### src/rtl/fpu_cvt.sv
// Converts between 32-bit integers and binary32 (FCVT.S.W/S.WU/W.S/WU.S) with a
// shifter that moves at most SHIFT_STEP bits per cycle. Define FPU_CVT_FFLAGS_EN to compute fflags.
// Latency max(1, ceil(shift/SHIFT_STEP)) NORM cycles + ROUND + DONE; start is ignored unless IDLE.
module fpu_cvt #(
    parameter int SHIFT_STEP = 8
) (
    input  logic        clk,
    input  logic        rst,
    input  logic        start,
    input  logic [1:0]  op,
    input  logic [31:0] opa,
    input  logic [2:0]  flt_rm,
    output logic [31:0] fpu_res,
    output logic        fpu_busy,
    output logic        fpu_done,
    output logic [4:0]  fflags
);
    typedef enum logic [1:0] {IDLE, NORM, ROUND, DONE} state_t;
    localparam logic [5:0] STEP = 6'(SHIFT_STEP);

    state_t      state_q, state_d;
    logic [1:0]  op_q, op_d;
    logic [2:0]  rm_q, rm_d;
    logic        sign_q, sign_d, spc_q, spc_d, grd_q, grd_d, stk_q, stk_d;
    logic [31:0] val_q, val_d, res_q, res_d;
    logic [5:0]  cnt_q, cnt_d;
    logic [7:0]  exp_q, exp_d;
    logic        busy_q, busy_d, done_q, done_d;

    function automatic logic [5:0] lzc(input logic [31:0] v);
        logic [5:0] r;
        r = 6'd32;
        for (int i = 0; i < 32; i++)
            if (v[i]) r = 6'(31 - i);
        return r;
    endfunction

    // rm codes 101-111 fall into the RNE default
    function automatic logic rnd_up(input logic [2:0] rm, input logic s, input logic lsb,
                                    input logic g, input logic st);
        case (rm)
            3'b001:  return 1'b0;
            3'b010:  return s & (g | st);
            3'b011:  return ~s & (g | st);
            3'b100:  return g;
            default: return g & (st | lsb);
        endcase
    endfunction

    logic [7:0]  in_exp;
    logic [5:0]  w_cnt, lz, nl, nr;
    logic        in_nan, w_ovf;
    logic [31:0] val_l, w_mag;
    logic [32:0] sh_r, sh_mask;
    logic        s_up, w_up;
    logic [30:0] s_sum;

    assign in_exp = opa[30:23];
    assign in_nan = (in_exp == 8'hFF) && (opa[22:0] != 23'd0);
    assign w_cnt  = 6'(8'd158 - in_exp);
    // exp 158 fits WU.S; for W.S only exactly -2^31 survives
    assign w_ovf  = (in_exp == 8'd158) ? (!op[0] && !(opa[31] && opa[22:0] == 23'd0))
                                       : (in_exp > 8'd158);

    assign lz      = lzc(val_q);
    assign nl      = (lz < STEP) ? lz : STEP;
    assign val_l   = val_q << nl;
    assign nr      = (cnt_q < STEP) ? cnt_q : STEP;
    assign sh_mask = (33'd1 << nr) - 33'd1;
    assign sh_r    = {val_q, grd_q} >> nr;

    // Exponent/mantissa add lets a mantissa carry ripple into the exponent
    assign s_up  = rnd_up(rm_q, sign_q, val_q[8], val_q[7], |val_q[6:0]);
    assign s_sum = {exp_q, val_q[30:8]} + {30'd0, s_up};
    assign w_up  = rnd_up(rm_q, sign_q, val_q[0], grd_q, stk_q);
    assign w_mag = val_q + {31'd0, w_up};

    always_comb begin
        state_d = state_q;
        op_d    = op_q;
        rm_d    = rm_q;
        sign_d  = sign_q;
        spc_d   = spc_q;
        grd_d   = grd_q;
        stk_d   = stk_q;
        val_d   = val_q;
        cnt_d   = cnt_q;
        exp_d   = exp_q;
        res_d   = res_q;
        case (state_q)
            IDLE: if (start) begin
                state_d = NORM;
                op_d    = op;
                rm_d    = flt_rm;
                sign_d  = opa[31];
                spc_d   = 1'b0;
                grd_d   = 1'b0;
                stk_d   = 1'b0;
                cnt_d   = 6'd0;
                exp_d   = 8'd158;
                val_d   = opa;
                if (!op[1]) begin
                    if (op[0])       sign_d = 1'b0;
                    else if (opa[31]) val_d = -opa;
                    spc_d = (opa == 32'd0);
                end else if (w_ovf) begin
                    spc_d = 1'b1;
                    if (op[0]) val_d = (opa[31] && !in_nan) ? 32'h0000_0000 : 32'hFFFF_FFFF;
                    else       val_d = (opa[31] && !in_nan) ? 32'h8000_0000 : 32'h7FFF_FFFF;
                end else if (in_exp < 8'd126) begin
                    val_d = 32'd0;
                    stk_d = |opa[30:0];
                end else begin
                    val_d = {1'b1, opa[22:0], 8'd0};
                    cnt_d = w_cnt;
                end
            end
            NORM: begin
                if (spc_q) begin
                    state_d = ROUND;
                end else if (!op_q[1]) begin
                    val_d = val_l;
                    exp_d = exp_q - {2'b00, nl};
                    if (val_l[31]) state_d = ROUND;
                end else begin
                    {val_d, grd_d} = sh_r;
                    stk_d = stk_q | (|({val_q, grd_q} & sh_mask));
                    cnt_d = cnt_q - nr;
                    if (cnt_q == nr) state_d = ROUND;
                end
            end
            ROUND: begin
                state_d = DONE;
                if (spc_q)         res_d = val_q;
                else if (!op_q[1]) res_d = {sign_q, s_sum};
                else if (!op_q[0]) res_d = sign_q ? -w_mag : w_mag;
                else               res_d = sign_q ? 32'd0 : w_mag;
            end
            default: state_d = IDLE;
        endcase
        busy_d = (state_d == NORM) || (state_d == ROUND);
        done_d = (state_d == DONE);
    end

    always_ff @(posedge clk or negedge rst) begin
        if (!rst) begin
            state_q <= IDLE;
            op_q    <= 2'd0;
            rm_q    <= 3'd0;
            sign_q  <= 1'b0;
            spc_q   <= 1'b0;
            grd_q   <= 1'b0;
            stk_q   <= 1'b0;
            val_q   <= 32'd0;
            cnt_q   <= 6'd0;
            exp_q   <= 8'd0;
            res_q   <= 32'd0;
            busy_q  <= 1'b0;
            done_q  <= 1'b0;
        end else begin
            state_q <= state_d;
            op_q    <= op_d;
            rm_q    <= rm_d;
            sign_q  <= sign_d;
            spc_q   <= spc_d;
            grd_q   <= grd_d;
            stk_q   <= stk_d;
            val_q   <= val_d;
            cnt_q   <= cnt_d;
            exp_q   <= exp_d;
            res_q   <= res_d;
            busy_q  <= busy_d;
            done_q  <= done_d;
        end
    end

    assign fpu_res  = res_q;
    assign fpu_busy = busy_q;
    assign fpu_done = done_q;

`ifdef FPU_CVT_FFLAGS_EN
    logic [4:0] flags_q, flags_d;
    logic       nv, nx;

    // Saturated float->int results are always invalid; integer zero is not
    always_comb begin
        nv = 1'b0;
        nx = 1'b0;
        if (spc_q)                                        nv = op_q[1];
        else if (!op_q[1])                                nx = val_q[7] | (|val_q[6:0]);
        else if (op_q[0] && sign_q && w_mag != 32'd0)     nv = 1'b1;
        else                                              nx = grd_q | stk_q;
        flags_d = (state_q == ROUND) ? {nv, 3'b000, nx} : flags_q;
    end

    always_ff @(posedge clk or negedge rst) begin
        if (!rst) flags_q <= 5'd0;
        else      flags_q <= flags_d;
    end

    assign fflags = flags_q;
`else
    assign fflags = 5'd0;
`endif
endmodule

### config.mk
export PLATFORM = sky130hd
export DESIGN_NAME = fpu_cvt
export DESIGN_NICKNAME = d
export VERILOG_FILES = /design/src/rtl/fpu_cvt.sv
export SDC_FILE = /design/constraint.sdc
export NUM_CORES = 1
export LEC_CHECK = 0
export CAP_MARGIN = 20
export CORE_ASPECT_RATIO = 1.5
export CORE_MARGIN = 3
export CORE_UTILIZATION = 30
export DETAILED_ROUTE_END_ITERATION = 10
export PLACE_DENSITY_LB_ADDON = 0.1
export SYNTH_ARGS = -nofsm -noshare
export SYNTH_HDL_FRONTEND = slang
export SYNTH_SLANG_ARGS = --single-unit
### constraint.sdc
create_clock -name clk -period 4.1 [get_ports clk]
set_clock_uncertainty 0.15 [all_clocks]
set_input_delay 0.82 -clock clk [delete_from_list [all_inputs] [get_ports clk]]
set_output_delay 0.82 -clock clk [all_outputs]
set_load 0.05 [all_outputs]
=== After elaboration in Yosys (flattened, before gate mapping) ===
Index checks and enable logic that the tools add are counted.

* Logic and storage cells: 163
* Output and inout port bits: 39
* Input bits: 40
* Register bits: 91

* Reductions and logical operators: 20
* Mux-type cells: 86
* Shift operators: 3
* Bitwise logic cells: 13
* Order comparisons: 4
* Equality and inequality tests: 16
* Add/subtract/negate cells: 8

{| class="wikitable"
|+ Operators with widths
! operator !! count
|-
| $mux W32 || 16
|-
| $mux W6 || 40
|-
| $neg A32 Y32 || 2
|-
| $pmux W32 S2 || 1
|-
| $and A33 B33 Y33 || 1
|-
| $reduce_or A33 Y1 || 1
|-
| $shl A1 B6 Y33 const A || 1
|-
| $shr A33 B6 Y33 || 1
|-
| $sub A33 B1 Y33 const B || 1
|-
| $add A32 B1 Y32 || 1
|-
| $logic_not A32 Y1 || 1
|-
| $shl A32 B6 Y32 || 1
|-
| $add A31 B1 Y31 || 1
|-
| $reduce_or A31 Y1 || 1
|-
| $mux W8 || 3
|-
| $logic_not A23 Y1 || 1
|-
| $reduce_bool A23 Y1 || 1
|-
| $eq A8 B8 Y1 const B || 2
|-
| $pmux W8 S2 || 1
|-
| $mux W1 || 14
|-
| $lt A6 B4 Y1 const B || 2
|-
| $pmux W6 S2 || 1
|-
| $mux W2 || 5
|-
| $gt A8 B8 Y1 const B || 1
|-
| other kinds (26) || 50
|}

=== Longest topological paths before layout ===
* Word-level depth: 41
* Gate-level depth with buffers: 19
* Gate-level depth less buffers: 15

=== Least setup slack after synthesis ===
Ideal clock, no wire load.

* Path kind: register to register
* From: reg sign_q
* To: reg res_q[29], in the netlist fpu_res[29]
* Period minus slack after synthesis: 4.223 ns
* Path buffers: 3
* Stages on the path, launching flop included: 16
* Setup slack: -0.123 ns
* Setup time: 0.082 ns
* Required time: 3.868 ns
* Arrival time: 3.991 ns
* Cell sequence: dfrtp_1 clkbuf_1 buf_1 xor2_1 nand3b_1 a22oi_1 ha_1 ha_1 buf_4 nand4_1 or3_1 or3_1 a221oi_4 nand4_4 or4_1 a31oi_1

* Longest elaborated chain between the ends: 9
* Elaborated cells on any way between the ends: 15
* Those cells by class: 3 x add/sub; 7 x mux; 5 x bitwise

{| class="wikitable"
|+ RTL lines
! element !! RTL line !! text
|-
| start, declared || 24 || <nowiki>logic sign_q, sign_d, spc_q, spc_d, grd_q, grd_d, stk_q, stk_d;</nowiki>
|-
| start signal, assigned || 164 || <nowiki>sign_q <= sign_d;</nowiki>
|-
| $not A1 Y1 || 44 || <nowiki>3'b011: return ~s & (g | st);</nowiki>
|-
| $and A1 B1 Y1 || 44 ||
|-
| $pmux W1 S4 || 41 || <nowiki>case (rm)</nowiki>
|-
| $add A32 B1 Y32 || 76 || <nowiki>assign w_mag = val_q + {31'd0, w_up};</nowiki>
|-
| $neg A32 Y32 || 136 || <nowiki>else if (!op_q[0]) res_d = sign_q ? -w_mag : w_mag;</nowiki>
|-
| $mux W32 (2 in a row) || 136 ||
|-
| $mux W32 (*) || 135 || <nowiki>else if (!op_q[1]) res_d = {sign_q, s_sum};</nowiki>
|-
| $mux W32 (*) || 134 || <nowiki>if (spc_q) res_d = val_q;</nowiki>
|-
| end signal, assigned || 171 || <nowiki>res_q <= res_d;</nowiki>
|-
| end, declared || 25 || <nowiki>logic [31:0] val_q, val_d, res_q, res_d;</nowiki>
|}

Every way passes the cells marked *; elsewhere a longest branch is shown, timed or not.
A chain may end at the register's enable or synchronous reset.

=== Worst setup path after layout ===
* From: reg rm_q[0]
* To: reg res_q[21], in the netlist fpu_res[21]

* Longest elaborated chain between the ends: 8
* Elaborated cells on any way between the ends: 14
* Those cells by class: 3 x add/sub; 4 x eq/ne; 7 x mux

{| class="wikitable"
|+ RTL lines
! element !! RTL line !! text
|-
| start, declared || 23 || <nowiki>logic [2:0] rm_q, rm_d;</nowiki>
|-
| start signal, assigned || 163 || <nowiki>rm_q <= rm_d;</nowiki>
|-
| $eq A3 B3 Y1, or another cell as far along || 41 ||
|-
| $pmux W1 S4 || 41 ||
|-
| $add A32 B1 Y32 || 76 ||
|-
| $neg A32 Y32 || 136 ||
|-
| $mux W32 (2 in a row) || 136 ||
|-
| $mux W32 (*) || 135 ||
|-
| $mux W32 (*) || 134 ||
|}

Marks and branches as above.

==> impl.org <==
** Die
- Total Die Area :: 42760 µm²
- After floorplanning, the core was sized to cover 39530 µm².
- From left edge to right edge, the die measures about 170 µm.
- Once the floorplan was initialized, standard cells occupied between 30 and 40% of the core.
- Pin placement for this block handled 79 I/O pins.
- Cell row count :: 89
- The die is 251.8 µm tall.

** Global routing
- Global routing used around 2.7% of the available met3 tracks.
- For this run, the total global-route usage over all layers was measured as 26.50%.
- Met1 routing resource usage after global routing :: a little over 30%
- The number of global-route vias before repair came to 13370.
- Initial antenna violation count :: 0
- The layer flagged by global routing as most heavily used is met2.
- Summed over all layers, the global routing overflow is 0.
- Pin count of the biggest net entering global routing :: 60
- Global routing usage on met2 :: 45.31%
- The first global-routing pass estimated 86620 µm of wire.

** Place
- Routability-driven placement finished with a final weighted congestion of 0.9515.
- Once detailed placement completed, the half-perimeter wirelength came to 44260 µm.
- In this run the cell area measured after placement is 13860 µm².
- Timing analysis after detailed placement gives a worst setup slack of -0.02520 ns.
- Buffers added on ports :: 73

** Logic synthesis
- Simple-gate share of the synthesized area :: between 20 and 25%
- By instance count, the leading cell after synthesis is sky130_fd_sc_hd__nor2_1.
- After synthesis, the mean cell area works out to about 7.4 µm².
- In the synthesized netlist, the number of instances is 1637.
- The share of the Yosys chip area taken by registers is 18.85%.
- Dominant combinational cell family by area after synthesis :: compound AO/OA/AOI/OAI gates
- Summed instance area of the synthesized netlist :: 12080 µm²
- In the post-synthesis netlist, the biggest area contributors are sky130_fd_sc_hd__dfrtp_1, sky130_fd_sc_hd__mux2i_1, sky130_fd_sc_hd__xnor2_1, sky130_fd_sc_hd__a21oi_1, sky130_fd_sc_hd__o21ai_0.
- For this run, the number of Yosys warnings is 0.
- Among all flip-flop cells after synthesis, the most frequent one is sky130_fd_sc_hd__dfrtp_1.
- Flops & latches, synth :: 91
- After synthesis, the share of cell area in mux cells is around an eighth.
- Synth Area in Compound Gates :: around 29%
- Dominant cell type by area after synthesis :: sky130_fd_sc_hd__dfrtp_1
- Post-synth top cells :: sky130_fd_sc_hd__nor2_1, sky130_fd_sc_hd__nand2_1, sky130_fd_sc_hd__a21oi_1, sky130_fd_sc_hd__clkbuf_1, sky130_fd_sc_hd__o21ai_0
- The synthesized design contains 0 enable-type register cells.
- XOR/XNOR Fraction of Synth Area :: 8.411%
- The netlist uses 91 different library cells.
- The synthesized netlist devotes 1.927% of its cell area to adder and majority cells.
- Top cell type's share of synthesized area :: 18.85%
- For this run, asynchronously set or reset flops after synthesis account for 100.0%.

** CTS
- In this run the number of H-tree levels came out at 3.
- The number of clock buffers added by TritonCTS is 9.
- The clock passes through at most 2 buffers.
- The tree built by TritonCTS fans out to 91 sinks.
- Root buf cell :: sky130_fd_sc_hd__clkbuf_16
- TritonCTS built the clock tree.
- After clock tree synthesis, the clock-pin slew on the worst setup and hold paths is around 0.070 ns.
- Later-pin clock latency in the skew report :: between 0.3 and 0.4 ns

** Detailed routing
- For this run, design rule violations remaining after detail routing come to 0.
- The final route contains 13590 vias.
- After the first detailed-routing iteration, the DRC count stood at roughly 1200.
- After detailed routing, the average wire length per cell comes to 26.26 µm.
- DRT antenna net count :: 0
- Via-per-instance ratio :: 6.175
- Summed over all layers, the routed wires come to 57770 µm.
- Iteration count of the initial detailed-routing pass :: 6

** STA
- Summed negative setup slack over all endpoints :: 0 ns
- Setup slack on the critical path of the routed design comes to 0.2258 ns.
- The final count of hold timing violations was 0.
- The worst path in the final design needs a cycle of 3.874 ns, including I/O delays and setup.
- Setup repair after global routing missed its margin :: no
- Setup violators final :: 0
- The max-slew violation count is 0.
- In the finished design, the share of the clock period the worst path needs comes to 94.49%.
- At the pin with the least slew margin, the transition time is approximately 1.1 ns.
- Headroom to the max-slew limit :: 25.99%
- Max Clk Rate :: ~260 MHz

** Setup path
- Family of cells with the greatest summed delay on the critical path :: compound AO/OA/AOI/OAI gates
- Largest stage delay, worst path :: 0.56 ns
- Arrival time of data at the critical path endpoint :: around 4.0 ns
- Sort of element at the start of the critical path :: flop
- Worst-path cell chain :: nor2_4, xnor2_1, o21ai_0, a22oi_1, ha_1, buf_4, and3_1, a2111oi_0, mux2i_2, a221oi_4, nand4_4, buf_4, a21o_1, a31oi_1, a311oi_1
- Counting both buffers and inverters, the worst setup path holds a total of 2.
- In this run the number of cells on the critical path is 15.
- Required time reported for the critical path endpoint :: 4.17 ns
- Worst Path Class, Setup :: reg -> reg
- Among all stages on the critical path, the largest delay is contributed by sky130_fd_sc_hd__a2111oi_0.
- Of all nets on the critical path, the largest fanout is 7.
- For the worst flop-to-flop path, the logic depth is 15.
- The most numerous cell type found on the critical path is sky130_fd_sc_hd__buf_4.
- STA classifies the critical path endpoint as a flop.

** Layout
- Once layout is complete, the utilization of the core stands at ~36%.
- The repair_antennas step left the layout with diodes totalling 0.
- Layout overhead on the synthesized area :: 17.84%
- In the final design database the tool counted ~1800 nets.
- Cells with a size suffix above 1 make up roughly 14% of the layout.
- Fill cells in the final layout number 4149.
- Final design area excluding fillers :: 14230 µm²

** Pwr
- Power Density :: 966.5 nW/µm²
- Leak :: 5.441 nW
- The worst-case IR drop observed on VDD is approximately 0.31 mV.

** Flow run
- Max-cap violations in this run came to 0.

** Status
- The run finished with clean final reports.

** Worst hold path
- Worst min-delay path category :: in -> async
## report_power, final
group | leakage, nW | internal (W) | switching (W)
Clock | 0.148 | 0.000482 | 0.000450
Combinational | 4.22 | 0.00391 | 0.00699
Sequential | 1.07 | 0.00135 | 0.000578
Total | 5.44 | 0.00574 | 0.00802
## cell usage in the layout, fill, tap and decap left out, types with 25 or more instances in the layout
master                              n
sky130_fd_sc_hd__dfrtp_1           89
sky130_fd_sc_hd__xnor2_1           85
sky130_fd_sc_hd__buf_4            138
sky130_fd_sc_hd__a31oi_1           41
sky130_fd_sc_hd__a211oi_1          25
sky130_fd_sc_hd__o21ai_0          113
sky130_fd_sc_hd__nor3_1            49
sky130_fd_sc_hd__xor2_1            31
sky130_fd_sc_hd__inv_1             38
sky130_fd_sc_hd__nor2_1           147
sky130_fd_sc_hd__clkdlybuf4s50_1   72
sky130_fd_sc_hd__nand2_1          138
sky130_fd_sc_hd__mux2i_1           90
sky130_fd_sc_hd__a21oi_1          129
sky130_fd_sc_hd__nand3_1           56
## final timing paths
kind | start | endpoint | slack (ns)
worst max-delay path | rm_q[0] | fpu_res[21] | 0.23
max in group asynchronous | rst | rm_q[0] | 2.79
worst min-delay path | rst | fpu_res[26] | 0.26
worst max register to register | rm_q[0] | fpu_res[21] | 0.23
worst min register to register | fpu_res[2] | fpu_res[2] | 0.33
min in group clk | fpu_res[2] | fpu_res[2] | 0.33
## timing repair
item / CTS / global route
buffers inserted: 0 / 2
hold buffers: 0 / 0
endpoints found under the setup margin: 0 / 20
hold endpoints to repair: 0 / 0
resized for setup: 0 / 13
## cell type report
cell class,count,area (µm²),share of cell area (%)
clock inverters,6,73.82,0.5186
repair buffers,213,1817,12.76
inverters,43,166.4,1.169
well taps,500,625.6,4.395
flip-flops and latches,91,2280,16.02
multi-input cells,1337,9042,63.53
clock buffers,10,229.0,1.609
## worst register-to-register path: stages, from the launching register on
cell,delay (ns)
sky130_fd_sc_hd__dfrtp_2,0.44
sky130_fd_sc_hd__nor2_4,0.15
sky130_fd_sc_hd__xnor2_1,0.07
sky130_fd_sc_hd__o21ai_0,0.15
sky130_fd_sc_hd__a22oi_1,0.11
sky130_fd_sc_hd__ha_1,0.21
sky130_fd_sc_hd__buf_4,0.15
sky130_fd_sc_hd__and3_1,0.23
sky130_fd_sc_hd__a2111oi_0,0.56
sky130_fd_sc_hd__mux2i_2,0.23
sky130_fd_sc_hd__a221oi_4,0.46
sky130_fd_sc_hd__nand4_4,0.21
sky130_fd_sc_hd__buf_4,0.18
sky130_fd_sc_hd__a21o_1,0.17
sky130_fd_sc_hd__a31oi_1,0.18
sky130_fd_sc_hd__a311oi_1,0.06
## layer usage
metal	part of all wire (%)	vias to the layer above
met5	0	-
met4	8.2	0
met3	5.6	218
met2	49	664
met1	38	6496
li1	-	6208
## registers in the layout, summed over array words and instances, names as in the netlist
signal	count
cnt_q	6
exp_q	8
fpu_busy	1
fpu_done	1
fpu_res	32
grd_q	1
op_q	2
rm_q	3
sign_q	1
spc_q	1
state_q	2
stk_q	1
val_q	32
## metrics by stage
stage / total power, W / cells / hold WS (ns)
floorplan: 0.008875 / 1642 / 0.3100
global placement: 0.01256 / 2182 / 0.3178
detailed placement: 0.01258 / 2182 / 0.3236
CTS: 0.01355 / 2198 / 0.2643
global route: 0.01459 / 2200 / 0.2873
finish: 0.01376 / 2200 / 0.2599
## logic make-up (layout without fill, tap and decap cells)
| family | after synthesis | after routing |
|---|---|---|
| AO/OA/AOI/OAI | 530 | 530 |
| adder cells (fa/ha/maj) | 18 | 18 |
| other | 2 | 7 |
| flip-flops | 91 | 91 |
| XOR/XNOR | 116 | 116 |
| multiplexers | 121 | 121 |
| AND/OR/NAND/NOR | 545 | 545 |
| buffers and inverters | 214 | 272 |
No activity file was read; power rests on OpenSTA's default activity.
